File: src/rtl/sram_req_master_pkg.sv
// Shared definitions for the sram_ctl request front end: FSM encoding,
// rw_o polarity, default timeout and the alignment rule.
package sram_req_master_pkg;

  typedef enum logic [1:0] {
    SRM_IDLE  = 2'd0,
    SRM_ISSUE = 2'd1,
    SRM_WAIT  = 2'd2,
    SRM_RESP  = 2'd3
  } srm_state_e;

  localparam logic RW_READ  = 1'b1;
  localparam logic RW_WRITE = 1'b0;

  localparam int DEFAULT_TIMEOUT = 255;

  // An unaligned byte address is only legal when the enables name exactly one byte.
  function automatic logic is_misaligned(input logic [1:0] offset, input logic [3:0] be);
    logic single_byte;
    single_byte = (be == 4'b0001) || (be == 4'b0010) || (be == 4'b0100) || (be == 4'b1000);
    return (offset != 2'b00) && !single_byte;
  endfunction

endpackage

File: src/rtl/sram_req_master.sv
// Initiator-side front end for sram_ctl: one outstanding request at a time,
// valid/ready request and response channels, alignment check and completion timeout.
module sram_req_master
  import sram_req_master_pkg::*;
#(
  parameter int ADDR_W  = 24,
  parameter int TIMEOUT = DEFAULT_TIMEOUT
) (
  input  logic              clk_i,
  input  logic              rst_i,
  input  logic              req_valid_i,
  output logic              req_ready_o,
  input  logic              req_we_i,
  input  logic [31:0]       req_addr_i,
  input  logic [3:0]        req_be_i,
  input  logic [31:0]       req_wdata_i,
  output logic              rsp_valid_o,
  input  logic              rsp_ready_i,
  output logic [31:0]       rsp_rdata_o,
  output logic              rsp_err_o,
  output logic              start_o,
  output logic              rw_o,
  output logic [ADDR_W-1:0] addr_o,
  output logic [31:0]       data_o,
  output logic [3:0]        data_be_o,
  input  logic [31:0]       data_i,
  input  logic              r_ready_i,
  input  logic              w_finish_i,
  input  logic              busy_i
);

  localparam int CNT_W = $clog2(TIMEOUT + 1);
  // The WAIT cycle in which the counter holds this value is the last one a strobe can win.
  localparam logic [CNT_W-1:0] CNT_LAST = CNT_W'(TIMEOUT - 1);

  srm_state_e       state;
  logic [CNT_W-1:0] tmo_cnt;

  always_ff @(posedge clk_i) begin
    if (rst_i) begin
      state       <= SRM_IDLE;
      start_o     <= 1'b0;
      req_ready_o <= 1'b1;
      rsp_valid_o <= 1'b0;
      rsp_err_o   <= 1'b0;
      rsp_rdata_o <= 32'h0;
      rw_o        <= RW_READ;
      addr_o      <= '0;
      data_o      <= 32'h0;
      data_be_o   <= 4'b1111;
      tmo_cnt     <= '0;
    end else begin
      case (state)
        SRM_IDLE: begin
          if (req_valid_i) begin
            rw_o        <= req_we_i ? RW_WRITE : RW_READ;
            addr_o      <= req_addr_i[ADDR_W+1:2];
            data_o      <= req_wdata_i;
            data_be_o   <= req_we_i ? ~req_be_i : 4'b0000;
            rsp_rdata_o <= 32'h0;
            rsp_err_o   <= 1'b0;
            req_ready_o <= 1'b0;
            if (is_misaligned(req_addr_i[1:0], req_be_i)) begin
              rsp_err_o   <= 1'b1;
              rsp_valid_o <= 1'b1;
              state       <= SRM_RESP;
            end else if (req_we_i && (req_be_i == 4'b0000)) begin
              rsp_valid_o <= 1'b1;
              state       <= SRM_RESP;
            end else begin
              // Start in the first ISSUE cycle when the controller is already idle.
              start_o <= ~busy_i;
              state   <= SRM_ISSUE;
            end
          end
        end

        SRM_ISSUE: begin
          if (start_o) begin
            start_o <= 1'b0;
            tmo_cnt <= '0;
            state   <= SRM_WAIT;
          end else if (!busy_i) begin
            start_o <= 1'b1;
          end
        end

        SRM_WAIT: begin
          tmo_cnt <= tmo_cnt + 1'b1;
          if ((rw_o == RW_READ) && r_ready_i) begin
            rsp_rdata_o <= data_i;
            rsp_valid_o <= 1'b1;
            state       <= SRM_RESP;
          end else if ((rw_o == RW_WRITE) && w_finish_i) begin
            rsp_valid_o <= 1'b1;
            state       <= SRM_RESP;
          end else if (tmo_cnt == CNT_LAST) begin
            rsp_err_o   <= 1'b1;
            rsp_rdata_o <= 32'h0;
            rsp_valid_o <= 1'b1;
            state       <= SRM_RESP;
          end
        end

        SRM_RESP: begin
          if (rsp_ready_i) begin
            rsp_valid_o <= 1'b0;
            req_ready_o <= 1'b1;
            state       <= SRM_IDLE;
          end
        end

        default: state <= SRM_IDLE;
      endcase
    end
  end

endmodule

File: config.mk
export PLATFORM = sky130hd
export DESIGN_NAME = sram_req_master
export DESIGN_NICKNAME = d
export VERILOG_FILES = /design/src/rtl/sram_req_master_pkg.sv /design/src/rtl/sram_req_master.sv
export SDC_FILE = /design/constraint.sdc
export NUM_CORES = 1
export LEC_CHECK = 0
export BUFFER_PORTS_ARGS = -buffer_cell sky130_fd_sc_hd__buf_2
export CAP_MARGIN = 10
export CORE_MARGIN = 1.5
export CORE_UTILIZATION = 41
export DETAILED_ROUTE_END_ITERATION = 12
export HOLD_SLACK_MARGIN = 0.05
export PLACE_DENSITY = 0.82
export SYNTH_ARGS = -nofsm -noshare
export SYNTH_HDL_FRONTEND = slang
export SYNTH_SLANG_ARGS = --single-unit
export TNS_END_PERCENT = 100
File: constraint.sdc
create_clock -name clk_i -period 1.7 [get_ports clk_i]
set_input_delay 0.255 -clock clk_i [delete_from_list [all_inputs] [get_ports clk_i]]
set_output_delay 0.255 -clock clk_i [all_outputs]
set_load 0.02 [all_outputs]
* After elaboration in Yosys (flattened, before gate mapping)
Index checks and enable logic that the tools add are counted. Widths: inputs -> output; s select.
Operators by class: $add $sub $neg 1, equal/unequal tests 20, mux-type cells 40, bitwise operators 3, reduce and logical (&&, ||, !) cells 24
Operators with widths (count):
- $mux 32 | 4
- $pmux 32 s2 | 1
- $mux 1 | 19
- $mux 2 | 8
- $ne 2x2->1 const B | 8
- $pmux 8 s2 | 1
- $reduce_and 4->1 | 3
- $reduce_and 5->1 | 2
- $reduce_bool 2->1 | 5
- $ne 3x3->1 const B | 3
- $add 8x1->8 const B | 1
- $eq 8x8->1 const B | 1
- $mux 8 | 1
- $pmux 2 s4 | 1
- $pmux 1 s2 | 3
- $eq 2x2->1 const B | 2
- $eq 4x1->1 const B | 1
- $eq 4x2->1 const B | 1
- $eq 4x3->1 const B | 1
- $eq 4x4->1 const B | 1
- $logic_and 1x1->1 | 4
- $logic_not 4->1 | 1
- $mux 4 | 1
- $ne 4x4->1 const B | 1
- 10 further kinds | 14
Word-level totals: register bits 107, bits of input ports 108, output and inout bits 97, word-level logic and storage cells 99

* Longest topological paths before layout
Gate-level depths: netlist of run 1.
word-level depth 9, gate-level depth with buffers 9, mapped depth without buffers 7

* Least setup slack after synthesis of run 1
OpenSTA, ideal clock, no wires.
kind flip-flop to flip-flop, from register state[0], to register rsp_valid_o, arrival time 1.647 ns, data required time 1.579 ns, setup slack -0.068 ns, stages on the path, launching flop included 8, path buffers 0, period minus slack after synthesis 1.768 ns, path through dfxtp_1 > inv_1 > ha_1 > nor2b_1 > a21oi_1 > o21ai_0 > nor3_1 > mux2_2
On the way: cells in the longest elaborated chain, start to end 3
Ends and longest elaborated chain:
- start, declared | line sram_req_master.sv:36 | srm_state_e state;
- start signal, assigned | line sram_req_master.sv:41 | state <= SRM_IDLE;
- start signal, assigned | line sram_req_master.sv:66 | state <= SRM_RESP;
- start signal, assigned | line sram_req_master.sv:69 | state <= SRM_RESP;
- $eq 2x2->1 / $logic_not 2->1 (equally long branches) | line sram_req_master.sv:53 | case (state)
- $ne 4x4->1 (no line) (tied with other cells)
- $reduce_and 5->1 (no line)
- end signal, assigned | line sram_req_master.sv:44 | rsp_valid_o <= 1'b0;
- end signal, assigned | line sram_req_master.sv:65 | rsp_valid_o <= 1'b1;
- end signal, assigned | line sram_req_master.sv:68 | rsp_valid_o <= 1'b1;
- end, declared | line sram_req_master.sv:17 | output logic rsp_valid_o,
Parallel ways exist; a longest one is shown, timed or not. A chain may end at the register's enable or synchronous reset.

* Worst setup path in the final report of run 1
from register tmo_cnt[0], to register rsp_valid_o
On the way: cells in the longest elaborated chain, start to end 3
Ends and longest elaborated chain:
- start, declared | line sram_req_master.sv:37 | logic [CNT_W-1:0] tmo_cnt;
- start signal, assigned | line sram_req_master.sv:89 | tmo_cnt <= tmo_cnt + 1'b1;
- $eq 8x8->1 | line sram_req_master.sv:97 | end else if (tmo_cnt == CNT_LAST) begin
- $ne 4x4->1 (no line)
- $reduce_and 5->1 (no line)
- end signal, assigned | line sram_req_master.sv:95 | rsp_valid_o <= 1'b1;
- end signal, assigned | line sram_req_master.sv:100 | rsp_valid_o <= 1'b1;
- end signal, assigned | line sram_req_master.sv:107 | rsp_valid_o <= 1'b0;
No other way between the ends.

==> impl_metrics.json, run 1 <==
{
  "vias": 4294,
  "final_antenna_net_count": 0,
  "grt_antenna_before_repair": 0,
  "synth_ff_type": "dfxtp_1",
  "cts_tree": "built",
  "grt_start_max_net_pins": 37,
  "core-area_um2": 9770,
  "synth-edff-count": 0,
  "rr_worst_depth": 7,
  "n_antenna_cell": 0,
  "cap_violations": 0,
  "synth_top_area_share": 0.517,
  "setup_violations": 0,
  "worstHoldPathType": "input port to flip-flop",
  "num_rows": 36,
  "grt_pass1_vias": 3855,
  "netlist_area_um2": 4140,
  "totalWireLength_um": 11600,
  "synthTopCellsByArea": "dfxtp_1, nand2_1, a21oi_1",
  "worstSetupEndpointType": "flip-flop",
  "fill_cells": 815,
  "drt_iter0_drc": 145,
  "fin_crit_ns": 1.67,
  "synth_warnings": 0,
  "clk_pin_slew_ns": 0.09,
  "postPlaceCellArea_um2": 5410,
  "dieArea_um2": 10700,
  "crit_type": "flip-flop to flip-flop",
  "clock-root-buffer": "clkbuf_8",
  "total_power_mw": 8.58,
  "dr.pass1.iters": 4,
  "slew_viol_final": 0,
  "irDropWorstVdd_mv": 0.737,
  "skew_ns": 0.00998,
  "hold_violations": 0,
  "r2r-end": "rsp_valid_o",
  "synthCells": 514,
  "finalNetCount": 847,
  "vias_per_cell": 4.94,
  "yosys-top-cells-count": "nand2_1, dfxtp_1, a21oi_1, nand3_1, clkbuf_1",
  "die_h_um": 103,
  "required_ns": 1.96,
  "drt-wirelength-per-cell_um": 13.3,
  "power_density_nw_per_um2": 1460,
  "final.setup.tns_ns": 0,
  "worst-path-max-fanout": 4,
  "post-route-period-util": 0.982,
  "gr-usage-all-layers": 0.201,
  "cellLeakagePower_nw": 2.71,
  "cts_made_buffers": 9,
  "pre_cts_ws_ns": -0.0843,
  "timing.fmax_mhz": 599,
  "initial_core_util": 0.424,
  "hold_ws_ns": 0.113,
  "drc": 0,
  "rrSetupSlack_ns": 0.03,
  "fin_util": 0.603,
  "drive_gt1_frac": 0.395,
  "tightestPinTransition_ns": 0.461,
  "final_area_um2": 5900,
  "final_cell_count_no_fill": 870,
  "synth.distinct_cells": 39,
  "finalWorstSetupSlack_ns": 0.0306,
  "arrival_ns": 1.93,
  "die_w_um": 103,
  "async_flop_share": 0,
  "avgSynthCellArea_um2": 8.05,
  "ios": 205,
  "syn-num-nets": 629,
  "outcome": "complete, no violations",
  "relSlewSlack": 0.692,
  "numClockSinks": 107,
  "cts_max_path_buffers": 2,
  "grt_overflow": 0,
  "io_buffers": 198,
  "htree_levels": 3,
  "synth_top_area_cell": "dfxtp_1",
  "rsz0062_at_grt": "yes",
  "synth.most_common_cell": "nand2_1",
  "dp.cells": 839,
  "area_growth_pct": 42.4,
  "ys_seq_area_frac": 0.517,
  "hold_path_depth": 3,
  "timing.critical_path.from_type": "flip-flop",
  "ys_seq_elements": 107,
  "gp_congestion": 0.810,
  "r2r-start": "tmo_cnt[0]",
  "dp_hpwl_um": 8070,
  "insertion_delay_ns": 0.37,
  "grt_pass1_wl_um": 16800,
  "holdPathEnd": "addr_o[9]",
  "min-delay-start": "req_addr_i[11]"
}
-- logic make-up (layout without fill, tap and decap cells) --
family	count (synthesis)	after routing	synth area share
flops	107	107	0.517
xor+xnor	4	4	0.00846
buf+inv	42	265	0.0465
mux	4	4	0.0103
fa+ha+maj	7	7	0.0212
simple gates	231	231	0.237
compound gates	119	119	0.160
-- what timing repair did --
item | in CTS | in global routing
resized for setup | 9 | 28
pin swaps | 3 | 40
gates cloned | 1 | 4
setup buffers | 5 | 5
endpoints found under the setup margin | 36 | 41
hold buffers | 0 | 0
-- power breakdown --
part | switching, mW | internal, mW
Sequential | 0.175 | 2.85
Clock | 0.836 | 0.761
Combinational | 2.23 | 1.73
Total | 3.24 | 5.34
-- area by class of cell --
| cell class | count | area, um^2 | area share |
|---|---|---|---|
| clock inverter | 4 | 48.8 | 0.00827 |
| sequential | 107 | 2140 | 0.364 |
| tap | 133 | 166 | 0.0282 |
| inverter | 6 | 27.5 | 0.00467 |
| timing repair buffer | 243 | 1440 | 0.243 |
| clock buffer | 12 | 155 | 0.0263 |
| multi-input combinational | 365 | 1920 | 0.325 |
-- placed cells by master (no fill, tap or decap), types with 3 or more instances in the layout --
cell,Yosys,routed
xor2_1,4,4
buf_12,0,3
a211o_1,5,5
a21oi_1,96,88
o21ai_0,6,4
buf_4,2,37
and3_1,3,3
or3_1,3,3
clkbuf_8,0,11
nand3_1,34,31
buf_2,4,197
a21oi_2,0,8
nand2b_1,3,3
ha_4,0,3
inv_1,6,4
nor2_1,19,19
ha_1,7,3
dfxtp_1,107,105
buf_6,3,3
nand2_1,155,153
nand3_2,0,3
-- registers in the layout, summed over array words and instances (netlist names) --
signal	flops
data_o	32
rsp_rdata_o	32
addr_o	24
tmo_cnt	8
data_be_o	4
state	2
req_ready_o	1
rsp_err_o	1
rsp_valid_o	1
rw_o	1
start_o	1
-- routing by layer --
metal | up-vias | part of all wire | global-route usage
li1 | 2144 | - | -
met1 | 1993 | 0.40 | 0.217
met2 | 140 | 0.52 | 0.360
met3 | 17 | 0.071 | 0.0612
met4 | 0 | 0.014 | 0.0894
met5 | - | 0 | 0
-- how the worst max path moves through the flow --
stage / from / endpoint / slack, ns / depth (start not counted)
finish: tmo_cnt[0] / rsp_valid_o / 0.03 / 7
global route: tmo_cnt[0] / state[1] / -0.03 / 7
CTS: state[0] / rsp_err_o / 0.004 / 10
detailed placement: state[0] / rsp_valid_o / -0.08 / 7
global placement: state[0] / rsp_valid_o / 0.009 / 7
floorplan: state[0] / rsp_valid_o / -0.009 / 7
-- worst max-delay path, cell delays in order (launching register included) --
cell	delay (ns)
dfxtp_1	0.32
inv_1	0.05
ha_1	0.17
nand3_2	0.09
o211ai_2	0.30
o21ai_2	0.09
nor3_2	0.21
mux2_2	0.35
Note: power is estimated with default switching activity, not from simulation.
==> run 2: changes to the inputs <==
--- a/config.mk
+++ b/config.mk
@@ -7,6 +7,7 @@
 export LEC_CHECK = 0
 export BUFFER_PORTS_ARGS = -buffer_cell sky130_fd_sc_hd__buf_2
 export CAP_MARGIN = 10
+export CORE_ASPECT_RATIO = 0.6
 export CORE_MARGIN = 1.5
 export CORE_UTILIZATION = 41
 export DETAILED_ROUTE_END_ITERATION = 12
==> impl_metrics.json, run 2 (synthesis results as in run 1) <==
{
  "outcome": "finished, violations left",
  "p_sw_mw": 3.62,
  "clock-root-buffer": "clkbuf_16",
  "insertion_delay_ns": 0.34,
  "gr-usage-all-layers": 0.218,
  "core-area_um2": 9840,
  "htree_levels": 3,
  "cellLeakagePower_nw": 2.77,
  "dr.pass1.iters": 4,
  "pre_cts_ws_ns": -0.195,
  "gp_congestion": 0.835,
  "dp_hpwl_um": 8250,
  "rsz0062_at_grt": "yes",
  "die_w_um": 133,
  "vias": 4403,
  "required_ns": 1.97,
  "cts_tree": "built",
  "final_cell_mix": "buf_2, nand2_1, dfxtp_1",
  "fin_crit_ns": 1.82,
  "io_buffers": 198,
  "p_int_mw": 6.08,
  "top_regs": "data_o x32, rsp_rdata_o x32, addr_o x24",
  "crit_type": "flip-flop to flip-flop",
  "power_frac_clock": 0.216,
  "layout_commonest_cell": "buf_2",
  "grt_start_max_net_pins": 50,
  "combPwrFrac": 0.469,
  "drt_iter0_drc": 183,
  "timing.fmax_mhz": 548,
  "cts_max_path_buffers": 2,
  "irDropWorstVdd_mv": 0.647,
  "cap_violations": 0,
  "initial_core_util": 0.421,
  "seqPwrFrac": 0.314,
  "fin_util": 0.631,
  "die_h_um": 80.8,
  "relSlewSlack": 0.597,
  "finalNetCount": 843,
  "final.setup.tns_ns": -2.78,
  "crit_slowest_cell": "dfxtp_4",
  "drc": 0,
  "post-route-period-util": 1.07,
  "numClockSinks": 107,
  "hold_violations": 0,
  "p_sw_frac": 0.373,
  "drive_gt1_frac": 0.423,
  "finalWorstSetupSlack_ns": -0.123,
  "clk_pin_slew_ns": 0.08,
  "area_growth_pct": 50.1,
  "violations": "negative setup slack",
  "grt_antenna_before_repair": 0,
  "skew_ns": 0.0106,
  "tightestPinTransition_ns": 0.605,
  "final_antenna_net_count": 0,
  "slew_viol_final": 0,
  "num_rows": 28,
  "timing.critical_path.from_type": "flip-flop",
  "setup_violations": 34,
  "drt-wirelength-per-cell_um": 14.4,
  "totalWireLength_um": 12500,
  "grt_pass1_vias": 4021,
  "power_density_nw_per_um2": 1560,
  "grt_overflow": 0,
  "dieArea_um2": 10700,
  "ios": 205,
  "grt_pass1_wl_um": 18700,
  "worst-path-max-fanout": 8,
  "cts_made_buffers": 9,
  "worstSetupEndpointType": "flip-flop",
  "crit_path_cell_trace": "inv_4, ha_4, nor2b_4, a211oi_2, buf_4, and2_4, buf_12, buf_16, nand3_1, a21oi_1",
  "vias_per_cell": 5.07,
  "worstHoldPathType": "input port to flip-flop",
  "slowest_delay_ns": 0.38,
  "arrival_ns": 2.09
}
## run 2: worst max-delay path, delay by kind of cell, from the launching register on
kind / cells / cell delay, ns
flops: 1 / 0.38
compound gates: 2 / 0.39
buf+inv: 4 / 0.42
simple gates: 3 / 0.41
fa+ha+maj: 1 / 0.16
## run 2: worst paths after layout
kind	startpoint	to	slack, ns	cells after the start
setup / recovery	state[1]	rsp_rdata_o[16]	-0.12	10
hold / removal	req_addr_i[23]	addr_o[21]	0.15	3
setup reg to reg	state[1]	rsp_rdata_o[16]	-0.12	10
hold reg to reg	rsp_rdata_o[10]	rsp_rdata_o[10]	0.45	2
## run 2: what timing repair did
| item | CTS | global route |
|---|---|---|
| pin swaps | 48 | 20 |
| gates resized for setup | 38 | 31 |
| hold buffers | 0 | 0 |
| endpoints found under the hold margin | 0 | 0 |
| gates cloned | 4 | 0 |
| endpoints found under the setup margin | 36 | 78 |
| buffers inserted | 12 | 1 |
## run 2: power groups by stage
stage	combinational (mW)	sequential, mW	clock (mW)
final	4.55	3.05	2.10
after global placement	3.06	3.06	0
after detailed placement	3.16	3.08	0
after floorplan	1.68	3.46	0
after global routing	4.88	3.09	2.24
after CTS	4.35	3.04	2.14
## run 2: layout make-up
class / count / area, um^2
repair buffers: 239 / 1490
diodes: 1 / 2.50
inverters: 6 / 25.0
fillers: 825 / 3630
clock inverters: 6 / 75.1
multi-input cells: 365 / 2080
clock buffers: 9 / 225
flip-flops and latches: 107 / 2150
well taps: 135 / 169
## run 2: metrics by stage
stage	hold slack, ns	instances	total power [mW]	area (um^2)
2_1_floorplan	0.391	514	5.14	4160
3_3_place_gp	0.436	837	6.12	5420
3_5_place_dp	0.442	837	6.24	5420
4_1_cts	0.137	868	9.53	6080
5_1_grt	0.142	867	10.2	6210
6_report	0.150	868	9.69	6210
## run 2: layer usage
| metal | wire [um] | vias to the layer above | track usage |
|---|---|---|---|
| met5 | 0 | - | 0 |
| met4 | 167 | 0 | 0.0637 |
| met3 | 1050 | 16 | 0.0705 |
| met2 | 5980 | 207 | 0.380 |
| met1 | 5260 | 2038 | 0.262 |
| li1 | - | 2142 | - |
